### config.mk
export PLATFORM = sky130hd
export DESIGN_NAME = flag_bank_ctrl
export DESIGN_NICKNAME = d
export VERILOG_FILES = /design/src/rtl/flag_bank_ctrl.sv
export SDC_FILE = /design/constraint.sdc
export NUM_CORES = 1
export LEC_CHECK = 0
export ABC_AREA = 1
export CAP_MARGIN = 0
export CORE_MARGIN = 3
export CORE_UTILIZATION = 40
export CTS_CLUSTER_DIAMETER = 50
export DETAILED_ROUTE_END_ITERATION = 6
export GPL_ROUTABILITY_DRIVEN = 0
export HOLD_SLACK_MARGIN = 0.1
export PLACE_DENSITY = 0.72
export SLEW_MARGIN = 10
export SYNTH_ARGS = -nofsm -noshare
export SYNTH_HDL_FRONTEND = slang
export SYNTH_SLANG_ARGS = --single-unit
export TNS_END_PERCENT = 30
### constraint.sdc
create_clock -name clk -period 1.8 [get_ports clk]
set_input_delay 0.36 -clock clk [delete_from_list [all_inputs] [get_ports clk]]
set_output_delay 0.36 -clock clk [all_outputs]
set_load 0.005 [all_outputs]
### src/rtl/flag_bank_ctrl.sv
// flag_bank_ctrl
//   Shares one bank of WIDTH JK flip-flops (CPU status flags) between two
//   requesters and sequences each update as IDLE -> SETUP -> STROBE -> HOLD.
//   Port A (ALU writeback) loads a full value; port B (microcode) sets,
//   clears or toggles the bits selected by a mask.
//
// Ports:
//   clk      system clock, rising edge
//   _reset   synchronous reset, active low
//   a_req    port A request; a_val value to load; a_ack done pulse
//   b_req    port B request; b_op 00 nop/01 set/10 clear/11 toggle;
//            b_mask bit select; b_ack done pulse
//   ff_j     J bus to the bank
//   ff_k     K bus to the bank
//   ff_clk   bank clock strobe (rising edge updates the flops)
//   busy     high whenever the sequencer is not in IDLE
module flag_bank_ctrl #(
    parameter int WIDTH = 4
) (
    input  logic             clk,
    input  logic             _reset,
    input  logic             a_req,
    input  logic [WIDTH-1:0] a_val,
    output logic             a_ack,
    input  logic             b_req,
    input  logic [1:0]       b_op,
    input  logic [WIDTH-1:0] b_mask,
    output logic             b_ack,
    output logic [WIDTH-1:0] ff_j,
    output logic [WIDTH-1:0] ff_k,
    output logic             ff_clk,
    output logic             busy
);

    localparam logic [1:0] IDLE   = 2'd0;
    localparam logic [1:0] SETUP  = 2'd1;
    localparam logic [1:0] STROBE = 2'd2;
    localparam logic [1:0] HOLD   = 2'd3;

    localparam logic [1:0] OP_SET = 2'b01;
    localparam logic [1:0] OP_CLR = 2'b10;
    localparam logic [1:0] OP_TGL = 2'b11;

    logic [1:0]       state;
    logic             last_b;   // last grant went to port B
    logic             gnt_b;    // port owning the transaction in flight
    logic             pick_b;
    logic [WIDTH-1:0] nxt_j;
    logic [WIDTH-1:0] nxt_k;

    // Round-robin: on a tie, the port that did not win last time goes first.
    assign pick_b = b_req & (~a_req | ~last_b);

    // J/K encoding of the winning request; unmasked bits stay at 00 (hold).
    always_comb begin
        nxt_j = '0;
        nxt_k = '0;
        if (!pick_b) begin
            nxt_j = a_val;
            nxt_k = ~a_val;
        end else begin
            case (b_op)
                OP_SET: nxt_j = b_mask;
                OP_CLR: nxt_k = b_mask;
                OP_TGL: begin
                    nxt_j = b_mask;
                    nxt_k = b_mask;
                end
                default: ;
            endcase
        end
    end

    assign busy = (state != IDLE);

    // All bank-facing outputs are registered so ff_clk is a clean,
    // glitch-free strobe. ff_j/ff_k double as the grant-time data latch.
    always_ff @(posedge clk) begin
        if (!_reset) begin
            state  <= IDLE;
            last_b <= 1'b1;
            gnt_b  <= 1'b0;
            ff_j   <= '0;
            ff_k   <= '0;
            ff_clk <= 1'b0;
            a_ack  <= 1'b0;
            b_ack  <= 1'b0;
        end else begin
            case (state)
                IDLE: begin
                    ff_clk <= 1'b0;
                    a_ack  <= 1'b0;
                    b_ack  <= 1'b0;
                    if (a_req || b_req) begin
                        ff_j   <= nxt_j;
                        ff_k   <= nxt_k;
                        gnt_b  <= pick_b;
                        last_b <= pick_b;
                        state  <= SETUP;
                    end else begin
                        ff_j <= '0;
                        ff_k <= '0;
                    end
                end
                SETUP: begin
                    ff_clk <= 1'b1;
                    state  <= STROBE;
                end
                STROBE: begin
                    ff_clk <= 1'b0;
                    a_ack  <= ~gnt_b;
                    b_ack  <= gnt_b;
                    state  <= HOLD;
                end
                HOLD: begin
                    ff_j  <= '0;
                    ff_k  <= '0;
                    a_ack <= 1'b0;
                    b_ack <= 1'b0;
                    state <= IDLE;
                end
                default: state <= IDLE;
            endcase
        end
    end

endmodule
==> impl_metrics.tcl <==
set metrics [dict create \
    drc 0 \
    ys.flop_type "dfxtp_1" \
    worst_setup_path_end_kind "output pin" \
    rr_worst_depth 7 \
    setup_viol 0 \
    cpLargestDelayFamily "buffers and inverters" \
    fin_area_sq_um 1150 \
    worstHoldEndpoint "b_ack" \
    cp_slowest_cell "clkdlybuf4s50_1" \
    powerDensity_nw_per_um2 1270 \
    synth_area_leaders "dfxtp_1 37%, nand2_1 13%, nand3_1 9.2%, ha_1 7.7%, a21oi_1 6.1%" \
    die_w_um 51.2 \
    antenna_found_initial 0 \
    fp-row-count 15 \
    synth.yosys.seq_area_share 0.368 \
    diodes 0 \
    final_nets 160 \
    core_sq_um 1820 \
    dr.pass1.iters 4 \
    wl_um 1720 \
    cts_buffers 3 \
    syn_area_sq_um 816 \
    synth_top_area_frac 0.368 \
    max_stage_delay_ns 0.50 \
    synth_cell_types 19 \
    rsz0062_at_grt "no" \
    status "finished clean" \
    syn-num-nets 128 \
    via_per_inst 4.76 \
    reg2reg_from "state[1]" \
    layout_min_cycle_time_ns 1.50 \
    cts.htree.levels 1 \
    hp-class "flip-flop to flip-flop" \
    cp_data_required_time_ns 1.44 \
    hold_depth 2 \
    clock_sink_count 15 \
    avgSynthCellArea_sq_um 7.48 \
    crit_buf_inv 1 \
    grt_max_degree 13 \
    maxCapViolations 0 \
    placed_cell_area_sq_um 1090 \
    synth_most_common_cell "nand2_1" \
    final_cells 165 \
    placedCellCount 158 \
    drtAntennaViolNets 0 \
    ys_seq_elements 15 \
    vdd_ir_drop_max_mv 0.949 \
    r2r_end "ff_k[1]" \
    slew_headroom 0.815 \
    grtUsageTotal 0.155 \
    grt_pass1_wl_um 3110 \
    p_leak_nw 0.510 \
    clk_pin_slew_worst_paths_ns 0.09 \
    port_buffers 25 \
    timing.final.max_slew_violations 0 \
    clock_latency_ns 0.28 \
    hold_viol_final 0 \
    finClkSkew_ns 0.000562 \
    regToRegSetupSlack_ns 0.52 \
    die_h_um 51.2 \
    grt-ovfl-total 0 \
    synthTopCellsByCount "29 x nand2_1, 15 x dfxtp_1, 15 x nand3_1, 10 x a21oi_1, 9 x inv_1" \
    start_kind "flip-flop" \
    layout-drive-gt1-share 0.200 \
    yosysTopAreaCell "dfxtp_1" \
    die_area_sq_um 2620 \
    arrival_ns 1.14 \
    worst_slew_pin_slew_ns 0.277 \
    synthCells 109 \
    areaGrowthSynthToFinish_pct 40.5 \
    grt_pass1_vias 737 \
    worstHoldStart "b_ack" \
    synthArstFlopShare 0 \
    cts_tree "built" \
    root_buffer "clkbuf_4" \
    yosys_warnings 0 \
    path_class "flip-flop to output pin" \
    clk_path_buf_depth 2 \
    fmax_ghz 0.668 \
    wire_per_inst_um 10.4 \
    setup_tns_ns 0 \
    min_period_over_period 0.832 \
    synth-edff-count 0 \
    first_iter_violations 9 \
    crit_fanout 2 \
    place_hpwl_um 1320 \
    via_count 786 \
    worstPathCellList "clkdlybuf4s50_1" \
    start_util 0.448 \
    num_io_pins 26 \
]
[placed cells by master (no fill, tap or decap)]
| cell | count |
|---|---|
| a21oi_1 | 10 |
| a21oi_2 | 4 |
| buf_4 | 5 |
| clkbuf_4 | 3 |
| clkdlybuf4s50_1 | 24 |
| clkinv_2 | 2 |
| dfxtp_1 | 13 |
| dfxtp_2 | 2 |
| dlymetal6s2s_1 | 1 |
| ha_1 | 4 |
| ha_2 | 1 |
| inv_1 | 9 |
| inv_2 | 1 |
| nand2_1 | 29 |
| nand2_2 | 6 |
| nand2_4 | 2 |
| nand3_1 | 15 |
| nor2_1 | 3 |
| nor2_2 | 1 |
| nor2_8 | 1 |
| nor3_1 | 1 |
| o21ai_1 | 3 |
[layout make-up]
type | count | area [sq um]
clock buffer | 3 | 22.5
clock inverter | 1 | 5.00
fill | 186 | 674
inverter | 11 | 42.5
multi-input combinational | 80 | 452
sequential | 15 | 303
tap | 25 | 31.3
timing repair buffer | 30 | 290
[stage by stage]
step	util	hold WS, ns	power (mW)	setup WS [ns]
3_5_place_dp	0.598	0.453	1.22	0.152
6_report	0.630	0.461	1.45	0.302
4_1_cts	0.628	0.466	1.47	0.0287
5_1_grt	0.630	0.487	1.58	0.242
3_3_place_gp	0.598	0.449	1.21	0.196
2_1_floorplan	-	0.444	0.954	0.450
[what timing repair did]
item	4_1_cts	5_1_grt
endpoints found under the setup margin	1	1
pin swaps	1	0
buffers inserted	3	0
hold buffers	0	0
gates resized for setup	3	1
[registers in the layout, indices dropped and copies added (netlist names)]
| register | count |
|---|---|
| gnt_b | 1 |
| ff_clk | 1 |
| b_ack | 1 |
| state | 2 |
| a_ack | 1 |
| last_b | 1 |
| ff_k | 4 |
| ff_j | 4 |
[logic make-up (layout without fill, tap and decap cells)]
kind of cell	after synthesis	count (layout)	share of synthesized area
adder cells (fa/ha/maj)	5	5	0.0767
AND/OR/NAND/NOR	58	58	0.351
flip-flops	15	15	0.368
AO/OA/AOI/OAI	17	17	0.123
buffers and inverters	14	45	0.0813
[worst reg2reg max path, cell delays in order (launching register included)]
cell and delay, ns:
dfxtp_2 0.33, inv_1 0.10, ha_2 0.30, clkinv_2 0.07, nand2_2 0.08, nor2_8 0.14, nand3_1 0.10, a21oi_1 0.11
[where the power goes]
group	switching (mW)	leakage, nW	total, mW	internal [mW]
clock	0.110	0.0177	0.192	0.0826
combinational	0.391	0.369	0.773	0.381
sequential	0.0518	0.124	0.485	0.434
[layer usage]
layer / global-route usage / up-vias / wire [um]
met4: 0.0314 / 0 / 6
met2: 0.260 / 25 / 857
met1: 0.189 / 350 / 736
li1: - / 409 / -
met5: 0 / - / 0
met3: 0.0554 / 2 / 116
[worst max path at each step]
stage | slack (ns) | cells past startpoint | end | startpoint
floorplan | 0.45 | 8 | ff_k[0] | state[0]
global placement | 0.20 | 4 | busy | state[0]
detailed placement | 0.15 | 4 | busy | state[0]
CTS | 0.03 | 4 | busy | state[1]
global route | 0.24 | 1 | ff_k[1] | ff_k[1]
finish | 0.30 | 1 | ff_clk | ff_clk
Note: power is estimated with default switching activity, not from simulation.
